## config.mk

```make
export PLATFORM = sky130hd
export DESIGN_NAME = fetch_stage
export DESIGN_NICKNAME = d
export VERILOG_FILES = /design/src/rtl/fetch_stage.sv
export SDC_FILE = /design/constraint.sdc
export NUM_CORES = 1
export LEC_CHECK = 0
export CAP_MARGIN = 20
export CORE_MARGIN = 2
export CORE_UTILIZATION = 35
export DETAILED_ROUTE_END_ITERATION = 7
export GPL_TIMING_DRIVEN = 1
export SLEW_MARGIN = 20
export SYNTH_ARGS = -nofsm -noshare
export SYNTH_HDL_FRONTEND = slang
export SYNTH_SLANG_ARGS = --single-unit
```

## constraint.sdc

```tcl
create_clock -name clk -period 3.3 [get_ports clk]
set_input_delay 0.33 -clock clk [delete_from_list [all_inputs] [get_ports clk]]
set_output_delay 0.33 -clock clk [all_outputs]
set_load 0.02 [all_outputs]
```

## src/rtl/fetch_stage.sv

```systemverilog
// Instruction fetch stage: program counter, synchronous-read instruction
// memory requests, one-entry skid buffer and the fetch/decode register.
// op/cond are decoded combinationally from instr_D for controlUnit.
module fetch_stage #(
    parameter int unsigned        ADDR_W    = 16,
    parameter int unsigned        INSTR_W   = 32,
    parameter logic [ADDR_W-1:0]  RESET_PC  = '0,
    parameter logic [INSTR_W-1:0] NOP_INSTR = '0
) (
    input  logic               clk,
    input  logic               rst,
    input  logic               stall,
    input  logic               PCSrc,
    input  logic [ADDR_W-1:0]  branch_target,
    output logic               imem_req,
    output logic [ADDR_W-1:0]  imem_addr,
    input  logic [INSTR_W-1:0] imem_rdata,
    output logic               valid_D,
    output logic [ADDR_W-1:0]  pc_D,
    output logic [INSTR_W-1:0] instr_D,
    output logic [3:0]         op,
    output logic               cond
);

    typedef enum logic {
        SKID_EMPTY = 1'b0,
        SKID_FULL  = 1'b1
    } skid_state_t;

    skid_state_t        skid_state;
    logic               skid_v;
    logic [ADDR_W-1:0]  skid_pc;
    logic [INSTR_W-1:0] skid_instr;

    logic [ADDR_W-1:0]  pc_F;
    logic               inf_v;
    logic [ADDR_W-1:0]  inf_pc;

    logic               skid_capture;

    // A request goes out unless held in reset, stalled or being redirected.
    assign imem_req  = !rst && !stall && !PCSrc;
    assign imem_addr = pc_F;

    assign skid_v       = (skid_state == SKID_FULL);
    assign skid_capture = !rst && !PCSrc && stall && inf_v && !skid_v;

    // Fields consumed by controlUnit.
    assign op   = instr_D[INSTR_W-1 -: 4];
    assign cond = instr_D[INSTR_W-5];

    // Control state: PC, in-flight flag, skid FSM and the decode register.
    // NOTE: all state is updated with <= so every register samples the
    // pre-edge values of its neighbours, independent of statement order.
    always_ff @(posedge clk) begin
        if (rst) begin
            pc_F       <= RESET_PC;
            inf_v      <= 1'b0;
            skid_state <= SKID_EMPTY;
            valid_D    <= 1'b0;
            pc_D       <= '0;
            instr_D    <= NOP_INSTR;
        end else if (PCSrc) begin
            // Redirect outranks stall: flush everything younger than the branch.
            pc_F       <= branch_target;
            inf_v      <= 1'b0;
            skid_state <= SKID_EMPTY;
            valid_D    <= 1'b0;
            instr_D    <= NOP_INSTR;
        end else begin
            if (stall) begin
                inf_v <= 1'b0;
            end else begin
                inf_v <= 1'b1;
                pc_F  <= pc_F + ADDR_W'(1);
            end

            case (skid_state)
                SKID_EMPTY: if (stall && inf_v) skid_state <= SKID_FULL;
                SKID_FULL:  if (!stall)         skid_state <= SKID_EMPTY;
            endcase

            if (!stall) begin
                if (skid_v) begin
                    valid_D <= 1'b1;
                    pc_D    <= skid_pc;
                    instr_D <= skid_instr;
                end else if (inf_v) begin
                    valid_D <= 1'b1;
                    pc_D    <= inf_pc;
                    instr_D <= imem_rdata;
                end else begin
                    valid_D <= 1'b0;
                    instr_D <= NOP_INSTR;
                end
            end
        end
    end

    // Payload registers for the in-flight request and the skid entry.
    // NOTE: these carry no reset; their contents are only ever consumed
    // while the matching valid flag is set, and that flag is reset.
    always_ff @(posedge clk) begin
        if (imem_req) begin
            inf_pc <= pc_F;
        end
        if (skid_capture) begin
            skid_pc    <= inf_pc;
            skid_instr <= imem_rdata;
        end
    end

endmodule

```

==> flow_summary.ini, run 1 <==
[setup_path]
critical-path-top-delay-family = buffers and inverters
endpoint = imem_req
startpoint = PCSrc
timing.critical_path.buf_inv = 3
critPathArrivalTime_ns = 1.94
slowest_stage = clkdlybuf4s50_1
critPathMaxStageDelay_ns = 0.62
worstReg2RegStart = inf_v
crit_cells = 4
r2r-end = skid_pc[8]
crit_chain = clkdlybuf4s50_1 > or3_1 > inv_1 > clkdlybuf4s50_1
critPathRequiredTime_ns = 2.97
cp-start-kind = input pin
reg2reg_depth = 4
worstSetupPathType = input pin to output port
cp-end-kind = output port
cpMostUsedCell = clkdlybuf4s50_1
cp_max_fo = 4
r2r_setup_slack_ns = 1.19

[route]
first_iter_violations = 141
dr.pass1.iters = 4
detail-route-antenna-nets = 0
wire_per_inst_um = 16.7
dr_total_vias = 3662
drc = 0
wl_um = 12000
via_per_inst = 5.10

[synthesis]
synth_seq_cells = 131
synth_cells = 409
synth-seq-area-share_pct = 63.8
ys_warn_count = 0
synthTopCellsByArea = edfxtp_1 38%, dfxtp_1 26%, a2111oi_0 5.5%
synth_cell_type_count = 37
yosysTopAreaCellShare_pct = 37.6
async_flop_share_pct = 0
yosysMostFrequentCell = dfxtp_1
ys.flop_type = dfxtp_1
avgSynthCellArea_um2 = 12.5
synth_area_leader_cell = edfxtp_1
synth_common_cells = 67 x dfxtp_1, 64 x edfxtp_1, 37 x inv_1
synth-edff-count = 64
syn-num-nets = 462
netlist_area_mm2 = 0.00512

[clock_tree]
cts_resized = 0
cts_max_path_buffers = 2
h-tree-depth = 4
clkTransAtPathRegs_ns = 0.05
clock_latency_ns = 0.40
tritoncts = yes
hold_buffers = 0
cts_buffers = 17
postCtsSetupBuffers = 0
root_buffer = clkbuf_16
clkSinkCount = 131

[die]
die_area_mm2 = 0.0156
core-area_mm2 = 0.0144
ios = 123
die_w_um = 125
rows = 44
start_util_pct = 35.5
die_h_um = 125

[grt]
grt_pass1_vias = 3716
grt_max_degree = 50
grt_pass1_wl_um = 19600
gr-total-overflow = 0
antenna_found_initial = 1
grt.total_usage_pct = 15.9

[final_layout]
area_growth_syn_to_layout_pct = 37.9
finalNonFillerCells = 718
drive_gt1_share_pct = 9.94
seqCellArea_mm2 = 0.00326
fillers = 1311
fin_nets = 573
multi_input_area_mm2 = 0.00154
design_area_mm2 = 0.00705

[power]
p_leak_nw = 2.28
ir_worst_vdd_mv = 0.353
power.density_mw_per_mm2 = 565

[placed_design]
place_ws_ns = 0.911
dp_hpwl_um = 8130
place_area_mm2 = 0.00646
finalWeightedCongestion = 0.785
placedCellCount = 685
portBuffers = 122

[min_path]
min_path_type = input pin to flip-flop

[outcome]
status = complete, no violations

[timing]
fin_crit_ns = 2.27
clock_skew_ns = 0.00642
final.setup.worst_slack_ns = 1.03
finalHoldViolCount = 0
slew_violations = 0
tightest_slew_ns = 0.715
rsz0062_at_grt = false
period_share_pct = 68.9
finalSetupTns_ns = 0
finalSetupViolCount = 0
hold-worst-slack_ns = 0.305
slew_headroom_pct = 52.3
max_freq_mhz = 440

[run]
cap_violations = 0
[power breakdown]
part	switching, mW	leakage [nW]	total [mW]	internal (mW)
Sequential	0.0429	1.13	1.79	1.75
Combinational	0.157	0.859	0.312	0.155
Clock	0.632	0.290	1.88	1.25
Total	0.832	2.28	3.98	3.15
[layer usage]
layer | vias to the layer above | wire length [um] | global-route usage, %
li1 | 1779 | - | -
met1 | 1775 | 5210 | 19.8
met2 | 89 | 5890 | 25.2
met5 | - | 0 | 0
met3 | 19 | 545 | 4.98
met4 | 0 | 363 | 7.78
[worst min-delay path by stage]
stage,from,cells after the start,endpoint,slack [ns]
3_3_place_gp,inf_pc[8],0,skid_pc[8],0.44
3_5_place_dp,inf_pc[7],0,skid_pc[7],0.43
5_1_grt,stall,3,inf_v,0.33
2_1_floorplan,inf_pc[0],0,skid_pc[0],0.43
6_report,stall,3,inf_v,0.30
4_1_cts,stall,3,inf_v,0.29
[metrics by stage]
step                util [%]  total power [mW]
global placement        44.8              2.13
detailed placement      44.8              2.14
global route            48.9              4.13
CTS                     48.9              4.02
floorplan                  -              1.97
finish                  48.9              3.98
[cells by family (layout without fill, tap and decap cells)]
kind of cell    Yosys count  after routing  synth area share, %
compound gates          101            101                 16.0
xor+xnor                 14             14                 2.40
fa+ha+maj                 1              1                0.245
buf+inv                  77            201                 6.33
flops                   131            131                 63.8
mux                      17             17                 3.33
other cells               0              1                    0
simple gates             68             68                 7.92
[placed cells by master, fill, tap and decap left out, types with 2 or more instances in the layout]
master             n
inv_1             37
clkdlybuf4s50_1  120
a221oi_1          32
or3_1              2
and3_1             2
edfxtp_1          64
clkbuf_8           3
nand2_1           12
buf_2              2
mux2i_1           17
xnor2_1           14
clkbuf_16         17
nor2_1            31
nand3_1            2
clkinv_2           2
a2111oi_0         32
a211oi_1          22
nor4_2             6
buf_4             10
nor3_1             2
dfxtp_1           66
clkbuf_1           7
bufinv_16          3
a21oi_1            8
o22ai_1            2
[registers in the layout, indices dropped and copies added, names as in the netlist]
| name | count |
|---|---|
| instr_D | 32 |
| skid_instr | 32 |
| skid_state | 1 |
| imem_addr | 16 |
| skid_pc | 16 |
| valid_D | 1 |
| inf_pc | 16 |
| pc_D | 16 |
| inf_v | 1 |
[worst min-delay path, stage by stage]
cell and delay (ns):
buf_2 0.09, or3_1 0.18, inv_1 0.05
[layout make-up]
type | instances | area share (%)
timing repair buffer | 132 | 18.2
multi-input combinational | 201 | 21.8
sequential | 131 | 46.3
tap | 184 | 3.26
clock buffer | 27 | 6.99
inverter | 37 | 1.97
antenna | 1 | 0.0355
clock inverter | 5 | 1.42
Note: power is estimated with default switching activity, not from simulation.
==> run 2, diff against run 1 <==
- clock period: 3.3 -> 2.4 ns (I/O delays scaled with it)
==> run 2 against run 1 <==
  * Worst hold slack got worse by 0.18 ns
  * Clock power is 34% higher
  * Clock-buffer cell count rose by 2
  * Non-clock buffer count is 1 higher
  * Die area unchanged
  * Flip-flop and latch count unchanged
  * Highest routed layer unchanged
==> flow_summary.ini, run 2 (same netlist as run 1, synthesis figures left out) <==
[timing]
tightest_slew_ns = 0.680
rsz0062_at_grt = false
fin_crit_ns = 2.09
slew_violations = 0
clock_skew_ns = 0.0120
slew_headroom_pct = 54.7
finalSetupTns_ns = 0
final.setup.worst_slack_ns = 0.312
hold-worst-slack_ns = 0.123
finalHoldViolCount = 0
period_share_pct = 87.0
max_freq_mhz = 479
finalSetupViolCount = 0

[grt]
grt_pass1_wl_um = 19200
grt_max_degree = 66
grt_pass1_vias = 3642
antenna_found_initial = 1
grt.total_usage_pct = 15.6
gr-total-overflow = 0

[setup_path]
worstReg2RegStart = imem_addr[0]
timing.critical_path.buf_inv = 3
reg2reg_depth = 4
slowest_stage = clkdlybuf4s50_1
critPathRequiredTime_ns = 2.16
critPathMaxStageDelay_ns = 0.61
crit_chain = clkdlybuf4s50_1 > or3_1 > inv_1 > clkdlybuf4s50_1
critPathArrivalTime_ns = 1.85
critical-path-top-delay-family = buffers and inverters
worstSetupPathType = input pin to output port
cp-start-kind = input pin
cp-end-kind = output port
r2r-end = imem_addr[6]
cpMostUsedCell = clkdlybuf4s50_1
crit_cells = 4
cp_max_fo = 4
r2r_setup_slack_ns = 0.77

[die]
core-area_mm2 = 0.0144
die_area_mm2 = 0.0156
ios = 123
start_util_pct = 35.5
die_w_um = 125
rows = 44
die_h_um = 125

[power]
p_leak_nw = 2.29
finalPower_mw = 5.41
power.density_mw_per_mm2 = 765
ir_worst_vdd_mv = 0.436

[final_layout]
final_cell_mix = 120 x clkdlybuf4s50_1, 66 x dfxtp_1, 64 x edfxtp_1
layout_commonest_cell = clkdlybuf4s50_1
fin_nets = 574
fillers = 1283
design_area_mm2 = 0.00707
final_util_pct = 49.0
area_growth_syn_to_layout_pct = 38.2
drive_gt1_share_pct = 10.5
finalNonFillerCells = 719
biggestRegsByFlops = instr_D: 32 flops, skid_instr: 32 flops

[route]
wl_met3_um = 621
wire_per_inst_um = 16.6
wl_met1_um = 5130
detail-route-antenna-nets = 0
wl_um = 11900
dr.pass1.iters = 4
wl_met2_um = 5880
highest_layer = met4
dr_total_vias = 3644
via_per_inst = 5.07
drc = 0
first_iter_violations = 161

[placed_design]
portBuffers = 122
dp_hpwl_um = 7960
placedCellCount = 686
place_area_mm2 = 0.00648
finalWeightedCongestion = 0.765
place_ws_ns = 0.298

[clock_tree]
cts_resized = 0
hold_buffers = 0
root_buffer = clkbuf_16
clkTransAtPathRegs_ns = 0.06
cts_buffers = 17
postCtsSetupBuffers = 0
cts_max_path_buffers = 2
clock_latency_ns = 0.41
tritoncts = yes
h-tree-depth = 4
clkSinkCount = 131

[run]
cap_violations = 0

[min_path]
holdPathEnd = skid_state
holdPathStages = 4
hold_start = rst
min_path_type = input pin to flip-flop

[outcome]
status = complete, no violations
## run 2: cell count changes in the layout (fill, tap and decap cells not counted), sizes merged
| cell | before | now |
|---|---|---|
| buf | 12 | 13 |
| bufinv | 3 | 1 |
| clkbuf | 27 | 29 |
## run 2: worst reg2reg max path, stage by stage, from the launching register on
cell,delay (ns)
dfxtp_1,0.48
ha_1,0.27
nand4b_4,0.18
or3_1,0.34
a311oi_1,0.26
## run 2: worst max path at each step
stage	startpoint	endpoint	slack, ns
global route	PCSrc	imem_req	0.22
detailed placement	PCSrc	imem_req	0.30
floorplan	stall	skid_instr[0]	0.43
finish	PCSrc	imem_req	0.31
global placement	PCSrc	imem_req	0.29
CTS	PCSrc	imem_req	0.29
## run 2: cell type report
type	instances	area, um2	area share [%]
tap	184	230	3.25
timing repair buffer	133	1310	18.5
clock inverter	3	40.0	0.566
antenna	1	2.50	0.0354
inverter	37	139	1.96
sequential	131	3260	46.2
multi-input combinational	201	1540	21.8
clock buffer	29	552	7.80
## run 2: per-layer routing
metal	up-vias	global-route usage, %
li1	1778	-
met1	1753	19.0
met2	91	24.8
met3	22	5.24
met4	0	7.84
met5	-	0
## run 2: power by group
part,total [mW],internal [mW],switching [mW]
Clock,2.52,1.65,0.872
Combinational,0.430,0.214,0.216
Sequential,2.46,2.40,0.0574
Total,5.41,4.27,1.14
==> run 3, diff against run 2 <==
- CTS_CLUSTER_DIAMETER: unset -> 150
==> results of run 3 <==
No change in the layout: final DEF, timing and power equal those of run 2.
